**src/rtl/boss_missile_control.sv**
```systemverilog
// Boss missile manager: three falling missile slots, fire cadence, hit detection, player lives.
// Latency: slot/lives state updates on the Clk edge that sees a frame_clk rising edge; is_boss_missile is combinational.
// Backpressure: none; when all slots are busy the expired fire counter holds at zero until a slot frees up.
module boss_missile_control #(
    parameter int FIRE_PERIOD   = 60,
    parameter int MISSILE_SPEED = 4,
    parameter int HIT_THRESHOLD = 16,
    parameter int START_LIVES   = 3
) (
    input  logic       Clk,
    input  logic       Reset,
    input  logic       frame_clk,
    input  logic       enable,
    input  logic [9:0] DrawX,
    input  logic [9:0] DrawY,
    input  logic [9:0] boss_x_pos,
    input  logic [9:0] boss_y_pos,
    input  logic [9:0] player_x_pos,
    input  logic [9:0] player_y_pos,
    output logic       is_boss_missile,
    output logic [1:0] lives,
    output logic       is_player_dead
);

    localparam int                 NSLOT     = 3;
    localparam int                 CW        = (FIRE_PERIOD > 1) ? $clog2(FIRE_PERIOD) : 1;
    localparam logic [CW-1:0]      RELOAD    = CW'(FIRE_PERIOD - 1);
    localparam logic [10:0]        SPEED11   = 11'(MISSILE_SPEED);
    localparam logic [9:0]         SPEED10   = 10'(MISSILE_SPEED);
    localparam logic signed [10:0] THR       = 11'(HIT_THRESHOLD);
    localparam logic [10:0]        Y_MAX     = 11'd479;
    localparam logic [9:0]         LAUNCH_DY = 10'd24;

    logic              frame_clk_q, frame_clk_d;
    logic              tick;
    logic [NSLOT-1:0]  active_q, active_d;
    logic [9:0]        x_q [NSLOT];
    logic [9:0]        x_d [NSLOT];
    logic [9:0]        y_q [NSLOT];
    logic [9:0]        y_d [NSLOT];
    logic [CW-1:0]     cnt_q, cnt_d;
    logic [1:0]        lives_q, lives_d;
    logic              dead_q, dead_d;

    logic signed [10:0] dx [NSLOT];
    logic signed [10:0] dy [NSLOT];
    logic signed [10:0] adx [NSLOT];
    logic signed [10:0] ady [NSLOT];
    logic [NSLOT-1:0]   hit;
    logic               launched;

    assign tick           = frame_clk & ~frame_clk_q;
    assign frame_clk_d    = frame_clk;
    assign lives          = lives_q;
    assign is_player_dead = dead_q;

    // Per-slot hit test on the current (pre-move) position, signed 11-bit so distances never wrap
    always_comb begin
        hit = '0;
        for (int i = 0; i < NSLOT; i++) begin
            dx[i]  = $signed({1'b0, x_q[i]}) - $signed({1'b0, player_x_pos});
            dy[i]  = $signed({1'b0, y_q[i]}) - $signed({1'b0, player_y_pos});
            adx[i] = dx[i][10] ? -dx[i] : dx[i];
            ady[i] = dy[i][10] ? -dy[i] : dy[i];
            hit[i] = active_q[i] && (adx[i] < THR) && (ady[i] < THR);
        end
    end

    // Frame-tick update: hits beat moves, freed slots wait a tick, one life lost per tick at most
    always_comb begin
        active_d = active_q;
        x_d      = x_q;
        y_d      = y_q;
        cnt_d    = cnt_q;
        lives_d  = lives_q;
        dead_d   = dead_q;
        launched = 1'b0;
        if (tick && enable && !dead_q) begin
            for (int i = 0; i < NSLOT; i++) begin
                if (active_q[i]) begin
                    if (hit[i]) begin
                        active_d[i] = 1'b0;
                    end else if (({1'b0, y_q[i]} + SPEED11) > Y_MAX) begin
                        active_d[i] = 1'b0;
                    end else begin
                        y_d[i] = y_q[i] + SPEED10;
                    end
                end
            end
            if (cnt_q != '0) begin
                cnt_d = cnt_q - 1'b1;
            end else if (active_q != '1) begin
                // Only slots free at the start of the tick may launch
                for (int i = 0; i < NSLOT; i++) begin
                    if (!active_q[i] && !launched) begin
                        launched    = 1'b1;
                        active_d[i] = 1'b1;
                        x_d[i]      = boss_x_pos;
                        y_d[i]      = boss_y_pos + LAUNCH_DY;
                    end
                end
                cnt_d = RELOAD;
            end
            if (hit != '0) begin
                if (lives_q != 2'd0) begin
                    lives_d = lives_q - 2'd1;
                end
                if (lives_q <= 2'd1) begin
                    dead_d   = 1'b1;
                    active_d = '0;
                    for (int i = 0; i < NSLOT; i++) begin
                        x_d[i] = '0;
                        y_d[i] = '0;
                    end
                end
            end
        end
    end

    // Pixel hit-box x-2..x+1, y-4..y+3 rewritten as additions at 11 bits to avoid edge wrap
    always_comb begin
        is_boss_missile = 1'b0;
        for (int i = 0; i < NSLOT; i++) begin
            if (active_q[i]
                && ({1'b0, x_q[i]} <= ({1'b0, DrawX} + 11'd2))
                && ({1'b0, DrawX} <= ({1'b0, x_q[i]} + 11'd1))
                && ({1'b0, y_q[i]} <= ({1'b0, DrawY} + 11'd4))
                && ({1'b0, DrawY} <= ({1'b0, y_q[i]} + 11'd3))) begin
                is_boss_missile = 1'b1;
            end
        end
        if (Reset) begin
            is_boss_missile = 1'b0;
        end
    end

    // State registers with asynchronous reset
    always_ff @(posedge Clk or posedge Reset) begin
        if (Reset) begin
            frame_clk_q <= 1'b0;
            active_q    <= '0;
            for (int i = 0; i < NSLOT; i++) begin
                x_q[i] <= '0;
                y_q[i] <= '0;
            end
            cnt_q       <= RELOAD;
            lives_q     <= 2'(START_LIVES);
            dead_q      <= 1'b0;
        end else begin
            frame_clk_q <= frame_clk_d;
            active_q    <= active_d;
            x_q         <= x_d;
            y_q         <= y_d;
            cnt_q       <= cnt_d;
            lives_q     <= lives_d;
            dead_q      <= dead_d;
        end
    end

endmodule

```
**config.mk**
```make
export PLATFORM = sky130hd
export DESIGN_NAME = boss_missile_control
export DESIGN_NICKNAME = d
export VERILOG_FILES = /design/src/rtl/boss_missile_control.sv
export SDC_FILE = /design/constraint.sdc
export NUM_CORES = 1
export LEC_CHECK = 0
export CAP_MARGIN = 20
export CORE_ASPECT_RATIO = 0.9
export CORE_MARGIN = 2
export CORE_UTILIZATION = 52
export DETAILED_ROUTE_END_ITERATION = 8
export GPL_ROUTABILITY_DRIVEN = 0
export HOLD_SLACK_MARGIN = 0.02
export PLACE_DENSITY = 0.74
export RECOVER_POWER = 50
export SLEW_MARGIN = 40
export SYNTH_ARGS = -nofsm -noshare
export SYNTH_HDL_FRONTEND = slang
export SYNTH_SLANG_ARGS = --single-unit
```
**constraint.sdc**
```tcl
create_clock -name Clk -period 6.8 [get_ports Clk]
set_clock_uncertainty 0.1 [all_clocks]
set_input_delay 1.36 -clock Clk [delete_from_list [all_inputs] [get_ports Clk]]
set_output_delay 1.36 -clock Clk [all_outputs]
set_load 0.02 [all_outputs]
```
Yosys cells after proc, flatten, opt, wreduce, memory -nomap -nowiden. Cells that the tools add are included.

Logic and storage cells: 158. Register bits: 73. Output and inout port bits: 4. Input bits: 64.

Add/subtract/negate cells: 29. Bitwise logic cells: 2. $lt $le $gt $ge: 22. Reduce and logical (&&, ||, !) cells: 34. Muxes and demuxes: 59. Eq/ne operators: 1.

Operator list (number): $mux W30 (8); $mux W10 (15); $le A10 B11 Y1 (12); $lt A11 B6 Y1 const B (6); $mux W11 (6); $neg A11 Y11 (6); $sub A10 B10 Y11 (6); $add A10 B2 Y11 const B (4); $add A10 B3 Y11 const B (4); $add A10 B1 Y11 const B (3); $gt A11 B9 Y1 const B (3); $add A10 B3 Y10 const B (3); $mux W1 (24); $logic_and A1 B1 Y1 (22); $mux W3 (4); $mux W6 (2); $add A10 B5 Y10 const B (1); $reduce_and A3 Y1 (2); $reduce_bool A6 Y1 (1); $sub A6 B1 Y6 const B (1); $logic_not A1 Y1 (5); $reduce_bool A2 Y1 (2); $ne A3 B3 Y1 const B (1); $reduce_bool A3 Y1 (1); 5 further kinds (5).

Depth between registers and ports, before layout. Gate-level depths: netlist of run 1.

Depth in word-level cells: 18. Mapped depth: 16. Mapped depth without buffers: 15.

Least setup slack after synthesis of run 1. Ideal clock, no wire load.

Path type: input to output. Start point: input port Reset. End point: output port is_boss_missile. Buffers on the path: 0. Arrival time: 4.051 ns. Stages on the path: 3. Data required time: 5.340 ns. Path slack: 1.289 ns. Cell sequence: inv_1 > o2111ai_1 > o311ai_0.

Longest elaborated chain between the ends: 1.

Ends and longest elaborated chain: from (decl) (RTL line 11) `input logic Reset,`; $mux W1 (RTL line 132) `if (Reset) begin`; to (decl) (RTL line 20) `output logic is_boss_missile,`.

No other way between the ends.

Final worst setup path of run 1.
Start point: input port DrawY[2]. End point: output port is_boss_missile.

Longest elaborated chain between the ends: 8. Elaborated cells between the ends (all ways): 17. Classes of those cells: 1 x add/sub; 6 x order compare; 4 x mux; 6 x reduce/logical.

Ends and longest elaborated chain: from (decl) (RTL line 15) `input logic [9:0] DrawY,`; $add A10 B3 Y11 (RTL line 127) `&& ({1'b0, y_q[i]} <= ({1'b0, DrawY} + 11'd4))`; $le A10 B11 Y1 (RTL line 127); $logic_and A1 B1 Y1 (RTL line 127); $logic_and A1 B1 Y1 (RTL line 128) `&& ({1'b0, DrawY} <= ({1'b0, y_q[i]} + 11'd3))) begin`; $mux W1 (2 in a row) (RTL line 124) `if (active_q[i]`; $mux W1 * (RTL line 124); $mux W1 * (RTL line 132).

Every way passes the cells marked *; elsewhere a longest branch is shown, timed or not.

==> summary.md, run 1 <==
| Metric | Value |
|---|---|
| Status | complete, but fails checks |
| Failing checks | max-capacitance violations, max-slew violations |
| Clock Sinks | 73 |
| Worst-path fanout max | 9 |
| Largest net degree at the start of global routing | 74 |
| Max Root-Sink Buffers | 2 |
| CP cell instances | clkdlybuf4s50_1 > ha_1 > o21a_1 > o21ai_0 > nand2b_1 > a21oi_1 > nor2b_1 > o21ai_0 > a21oi_1 > o31ai_1 > o2111ai_1 > o311ai_0 > buf_4 > clkdlybuf4s50_1 |
| Pwr Density | 280 nW/um^2 |
| FFs w/ async S/R, synth | 1.00 |
| Post-synth top area share | 0.224 |
| RSZ-0062 raised after global routing | false |
| Worst Tran Pin Value | 3950 ps |
| Fillcell total | 1976 |
| Internal | 1830 uW |
| Slew Viols, Final | 74 |
| Area Overhead vs Synth | 11.4% |
| Hold path startpoint | cnt_q[1] |
| Clock power share | 0.141 |
| Clock Latency Late Sink | approximately 340 ps |
| Crit. End Element | output pin |
| Pre-antenna DRT Iters | 5 |
| Drt wl/cell | 19.7 um |
| Postcts setup bufs | 0 |
| Post-route setup TNS | 0 ps |
| Commonest non-fill, non-tap cell in the layout | ha_1 |
| Max-cap viol count | 1 |
| Mux share of post-synthesis cell area | 0.0100 |
| Post-layout instance count excluding filler cells | 1727 |
| Core Footprint | 21400 sq um |
| Slowest cell on crit path | clkdlybuf4s50_1 |
| Switching share of total power | 0.480 |
| First-pass GRT wire length | between 50000 and 60000 um |
| FF-to-FF path depth | 16 |
| Post-Synth XOR/XNOR Area | 0.0816 |
| Hold_ws | 404 ps |
| Worst slew margin | -1.63 |
| Post-Synth Simple-Gate Area | 0.200 |
| DRC viols | 0 |
| Adder-Cell Fraction of Synth Area | 0.235 |
| I/O Pins | 68 |
| Reg clk slew, reported paths | about 50 ps |
| Final ANT Viol Nets | 0 |
| Fin nets | between 1500 and 2000 |
| Cells after Synth | around 1400 |
| Total Wirelength | 34100 um |
| Post-CTS resize count | 0 |
| Total track usage | 0.292 |
| Post-route minimum period | 6420 ps |
| Synth area leaders | ha_1, dfrtp_1, xnor2_1 |
| Starting Density | 0.525 |
| Peak VDD IR | ~0.22 mV |
| CTS Root Cell | clkbuf_16 |
| Main combinational cell family by area after synthesis | compound AO/OA/AOI/OAI gates |
| Final setup fails | 0 |
| DR vias | around 11000 |
| Die width | about 160 um |
| Dpl cell area | between 10000 and 15000 sq um |
| Seq cells post-synth | 73 |
| Req. time, crit path | roughly 5300 ps |
| Reg2reg start | y_q[10] |
| Sequential share of the synthesized area | 0.163 |
| Port bufs | 67 |
| Vias per Instance | 6.51 |
| Hold path depth | 2 |
| Vias in the first global route | 10300 |
| Post-synth cell types | 88 |
| Hold Vio Cnt, Final | 0 |
| Inserted Diodes | 0 |
| Gr ovfl total | 0 |
| WP data arrival | 4960 ps |
| H-Tree Depth | 3 |
| Reg-to-reg endpoint | y_q[5] |
| Die Area | 22900 sq um |
| Dpl cells | between 1500 and 2000 |
| Hold EP | cnt_q[1] |
| Syn nets | 1655 |
| Switching pwr | 1680 uW |
| Comb pwr share | 0.618 |
| Sequential power share | 0.240 |
| Final period utilization | 0.944 |
| Startpoint Class | input pin |
| R2R setup slack | roughly 1800 ps |
| Rows | slightly above 50 |
| Complex-gate fraction of the synthesized area | 0.266 |
| Design Area, Final | approximately 13000 sq um |
| Share of cells above drive strength 1 | 0.0397 |
| CTS tree | built |
| Initial drt markers | 1271 |
| Cell taking the most area after synthesis | ha_1 |
| Yosys Warn Count | 0 |
| Die H | 144 um |
| Main flop type after synthesis | dfrtp_1 |
| Final HPWL DP | around 27000 um |
| Worst setup path class | input pin to output pin |
| Num CTS Buffers | 9 |
| EDFF count, synth | 0 |
| Post-synthesis cell area | approximately 11000 sq um |
| Leak | 0.00538 uW |
| Worst hold path type | register to register |
| Most frequent cells in the layout | ha_1, o21ai_0, nor2_1, inv_1, nand2_1 |
| Hold-fix buffers, CTS | 0 |
| Initial antenna violation count | 0 |
| Syn avg cell area | 8.14 sq um |
| Fmax achieved | ~160 MHz |
| Worst path max stage delay | between 700 and 800 ps |
## critical path, delay by kind of cell
family / cells / cell delay [ps]
buffers and inverters: 3 / 1500
and+or+nand+nor: 2 / 130
adders and majority gates: 1 / 330
AOI/OAI and AO/OA: 8 / 1650
## cells by family (layout without fill, tap and decap cells)
family,count (synthesis),after routing
simple gates,429,429
compound gates,427,427
fa+ha+maj,208,208
buf+inv,130,183
xor+xnor,105,105
flops,73,73
mux,11,11
## per-stage QoR
stage	setup WS, ps	util	power [uW]
finish	379	0.585	3510
global route	185	0.585	3790
CTS	449	0.586	3450
detailed placement	439	0.571	2940
global placement	505	0.571	2890
floorplan	1290	-	2330
## cell usage after synthesis, drive strengths merged (8+ instances only)
master and n:
a211oi 14, a21o 28, a21oi 66, a22o 8, a311oi 8, a31oi 20, and3 15, buf 10
clkbuf 31, dfrtp 66, ha 202, inv 89, mux2i 9, nand2 82, nand2b 18, nand3 56
nand4 34, nor2 90, nor2b 28, nor3 31, nor4 10, o2111ai 10, o211ai 15, o21a 33
o21ai 97, o22ai 12, o2bb2ai 28, o32ai 22, or3 8, xnor2 64, xor2 41
## power by group through the flow
| stage | Combinational [uW] | Sequential, uW | Clock (uW) |
|---|---|---|---|
| 2_1_floorplan | 1650 | 685 | 0 |
| 5_1_grt | 2410 | 849 | 526 |
| 6_report | 2170 | 844 | 496 |
| 4_1_cts | 2120 | 823 | 505 |
| 3_3_place_gp | 2060 | 826 | 0 |
| 3_5_place_dp | 2110 | 828 | 0 |
## metal layers
metal / GRT usage / wire (um)
met5: 0 / 0
met4: 0.0938 / 982
met2: 0.453 / 14400
met1: 0.420 / 15700
met3: 0.0401 / 2970
## flip-flops by register name, indices dropped and copies added (netlist names)
| signal | flops |
|---|---|
| active_q | 3 |
| cnt_q | 6 |
| frame_clk_q | 1 |
| is_player_dead | 1 |
| lives | 2 |
| x_q | 30 |
| y_q | 30 |
## how the worst max path moves through the flow
stage | from | end | slack [ps] | depth (start not counted)
after floorplan | Reset | is_boss_missile | 1290 | 3
after global placement | DrawY[2] | is_boss_missile | 500 | 12
after detailed placement | DrawY[2] | is_boss_missile | 440 | 14
after CTS | DrawY[2] | is_boss_missile | 450 | 14
after global routing | DrawX[3] | is_boss_missile | 190 | 15
final | DrawY[2] | is_boss_missile | 380 | 14
## cell type report
cell class | count | area, sq um | area share
flip-flops and latches | 73 | 1840 | 0.146
well taps | 291 | 364 | 0.0290
clock inverters | 5 | 81.3 | 0.00648
inverters | 89 | 334 | 0.0266
multi-input cells | 1180 | 8950 | 0.713
repair buffers | 79 | 753 | 0.0600
clock buffers | 10 | 229 | 0.0182
(Power assumes the default switching activity.)
==> run 2: changes to the inputs <==
--- a/config.mk
+++ b/config.mk
@@ -9,6 +9,7 @@
 export CORE_ASPECT_RATIO = 0.9
 export CORE_MARGIN = 2
 export CORE_UTILIZATION = 52
+export CTS_CLUSTER_SIZE = 24
 export DETAILED_ROUTE_END_ITERATION = 8
 export GPL_ROUTABILITY_DRIVEN = 0
 export HOLD_SLACK_MARGIN = 0.02
==> results of run 2 <==
No change in the layout: final DEF, timing and power equal those of run 1.
==> run 3: changes to the inputs <==
--- a/config.mk
+++ b/config.mk
@@ -11,7 +11,6 @@
 export CORE_UTILIZATION = 52
 export CTS_CLUSTER_SIZE = 24
 export DETAILED_ROUTE_END_ITERATION = 8
-export GPL_ROUTABILITY_DRIVEN = 0
 export HOLD_SLACK_MARGIN = 0.02
 export PLACE_DENSITY = 0.74
 export RECOVER_POWER = 50
==> run 3 against run 2 <==
Effect of this change: the run still ends with max-capacitance violations, max-slew violations left; fmax down 0.66%; cell count about the same; register-to-register slack worse by 210 ps; combinational power about the same; die area unchanged; clock power about the same; wire length up 1.3%; total power down 0.18%; setup slack worse by 43 ps; sequential cell count unchanged; non-clock buffer count unchanged; critical path type unchanged; critical endpoint unchanged.
==> summary.md, run 3 (synthesis results as in run 1) <==
| Metric | Value |
|---|---|
| Status | complete, but fails checks |
| Failing checks | max-capacitance violations, max-slew violations |
| RSZ-0062 raised after global routing | false |
| Worst-path fanout max | 7 |
| Postcts setup bufs | 0 |
| Rows | 51 |
| Inserted Diodes | 0 |
| First-pass GRT wire length | 54000 um |
| Final ANT Viol Nets | 0 |
| Largest net degree at the start of global routing | 74 |
| Worst slew margin | -1.63 |
| CTS tree | built |
| Die Area | 22900 sq um |
| Initial drt markers | 1100 |
| Post-route minimum period | between 6000 and 7000 ps |
| FF+latch area | 1840 sq um |
| Worst hold path type | register to register |
| I/O Pins | 68 |
| Num CTS Buffers | 9 |
| Fillcell total | 1949 |
| Vias in the first global route | about 10000 |
| Clock Latency Late Sink | 340 ps |
| Fin nets | 1704 |
| DR vias | 11200 |
| Final setup fails | 0 |
| Fmax achieved | 155 MHz |
| Drt wl/cell | 20.0 um |
| Initial antenna violation count | 0 |
| Core Footprint | around 21000 sq um |
| Crit. End Element | output pin |
| Final Wtd Congestion | 0.946 |
| Max Root-Sink Buffers | 2 |
| Vias per Instance | 6.49 |
| Post-CTS resize count | 0 |
| Commonest non-fill, non-tap cell in the layout | ha_1 |
| H-Tree Depth | 3 |
| CTS Root Cell | clkbuf_16 |
| Starting Density | 0.525 |
| Port bufs | 67 |
| Worst Tran Pin Value | 3950 ps |
| Final worst slack | 336 ps |
| Multi-input gate area in the final layout | roughly 9000 sq um |
| Max-cap viol count | 1 |
| Final HPWL DP | 27700 um |
| Place WS | 382 ps |
| Biggest regs | x_q x30, y_q x30, cnt_q x6 |
| Post-route setup TNS | 0 ps |
| Pre-antenna DRT Iters | 6 |
| Final period utilization | 0.951 |
| Die width | 159 um |
| Total Wirelength | 34500 um |
| Leak | 0.00538 uW |
| Share of cells above drive strength 1 | 0.0397 |
| Pwr Density | 279 nW/um^2 |
| Slew Viols, Final | 74 |
| Req. time, crit path | roughly 5300 ps |
| Peak VDD IR | roughly 0.22 mV |
| Startpoint Class | input pin |
| Most frequent cells in the layout | ha_1, o21ai_0, nor2_1, inv_1, nand2_1 |
| Clock Sinks | 73 |
| Reg clk slew, reported paths | 60 ps |
| Total track usage | 0.295 |
| Hold Vio Cnt, Final | 0 |
| Worst setup path class | input pin to output pin |
| DRC viols | 0 |
| Hold-fix buffers, CTS | 0 |
| Die H | 144 um |
| WP data arrival | about 5000 ps |
| Area Overhead vs Synth | 11.4% |
| Gr ovfl total | 0 |
-- run 3: changes by cell type in the layout (fill, tap and decap cells not counted), sizes merged --
cell and change:
inv +1, clkinvlp +1, clkinv -1, clkbuf +1
bufinv -1
-- run 3: path summary, 6_finish.rpt --
path                          start              end  slack (ps)  depth (start not counted)
hold reg to reg            cnt_q[1]         cnt_q[1]         390                          2
setup reg to reg            x_q[10]          y_q[20]        1600                         14
max in group asynchronous     Reset           y_q[2]        1310                          3
hold / removal             cnt_q[1]         cnt_q[1]         390                          2
setup / recovery           DrawX[3]  is_boss_missile         340                         15
min in group asynchronous     Reset          y_q[28]        3090                          3
-- run 3: metrics by stage --
| step | std cells | cell area, sq um | total power [uW] | util | hold WS (ps) |
|---|---|---|---|---|---|
| 6_report | 1728 | 12500 | 3500 | 0.585 | 390 |
| 5_1_grt | 1728 | 12500 | 3790 | 0.585 | 444 |
| 4_1_cts | 1728 | 12600 | 3450 | 0.586 | 395 |
| 3_5_place_dp | 1712 | 12200 | 2950 | 0.571 | 387 |
| 3_3_place_gp | 1712 | 12200 | 2890 | 0.571 | 385 |
| 2_1_floorplan | 1383 | 11300 | 2330 | - | 363 |
-- run 3: final cells by class --
type	count	area share
inverters	89	0.0266
multi-input cells	1180	0.713
clock inverters	5	0.00499
flip-flops and latches	73	0.146
repair buffers	79	0.0600
well taps	291	0.0290
clock buffers	11	0.0201
-- run 3: power breakdown --
| part | switching, uW | total [uW] | internal (uW) | leakage, uW |
|---|---|---|---|---|
| clock | 188 | 493 | 306 | 0.000148 |
| combinational | 1210 | 2160 | 957 | 0.00436 |
| sequential | 299 | 845 | 546 | 0.000878 |
| total | 1690 | 3500 | 1810 | 0.00538 |
-- run 3: metal layers --
layer / track usage / routed length [um] / vias up
met4: 0.0809 / 663 / 0
met1: 0.421 / 15700 / 5333
met5: 0 / 0 / -
met2: 0.466 / 15100 / 461
met3: 0.0444 / 3110 / 49
li1: - / - / 5364
-- run 3: critical path: stages --
cell and delay (ps):
clkdlybuf4s50_1 660, and3_1 240, nand3_1 130, nor2_1 170, nand2_1 90, xor2_1 200
ha_1 330, nand3_1 80, nor4_1 310, a21oi_1 120, a311oi_1 290, nand4_1 110
o311ai_0 120, buf_4 190, clkdlybuf4s50_1 590
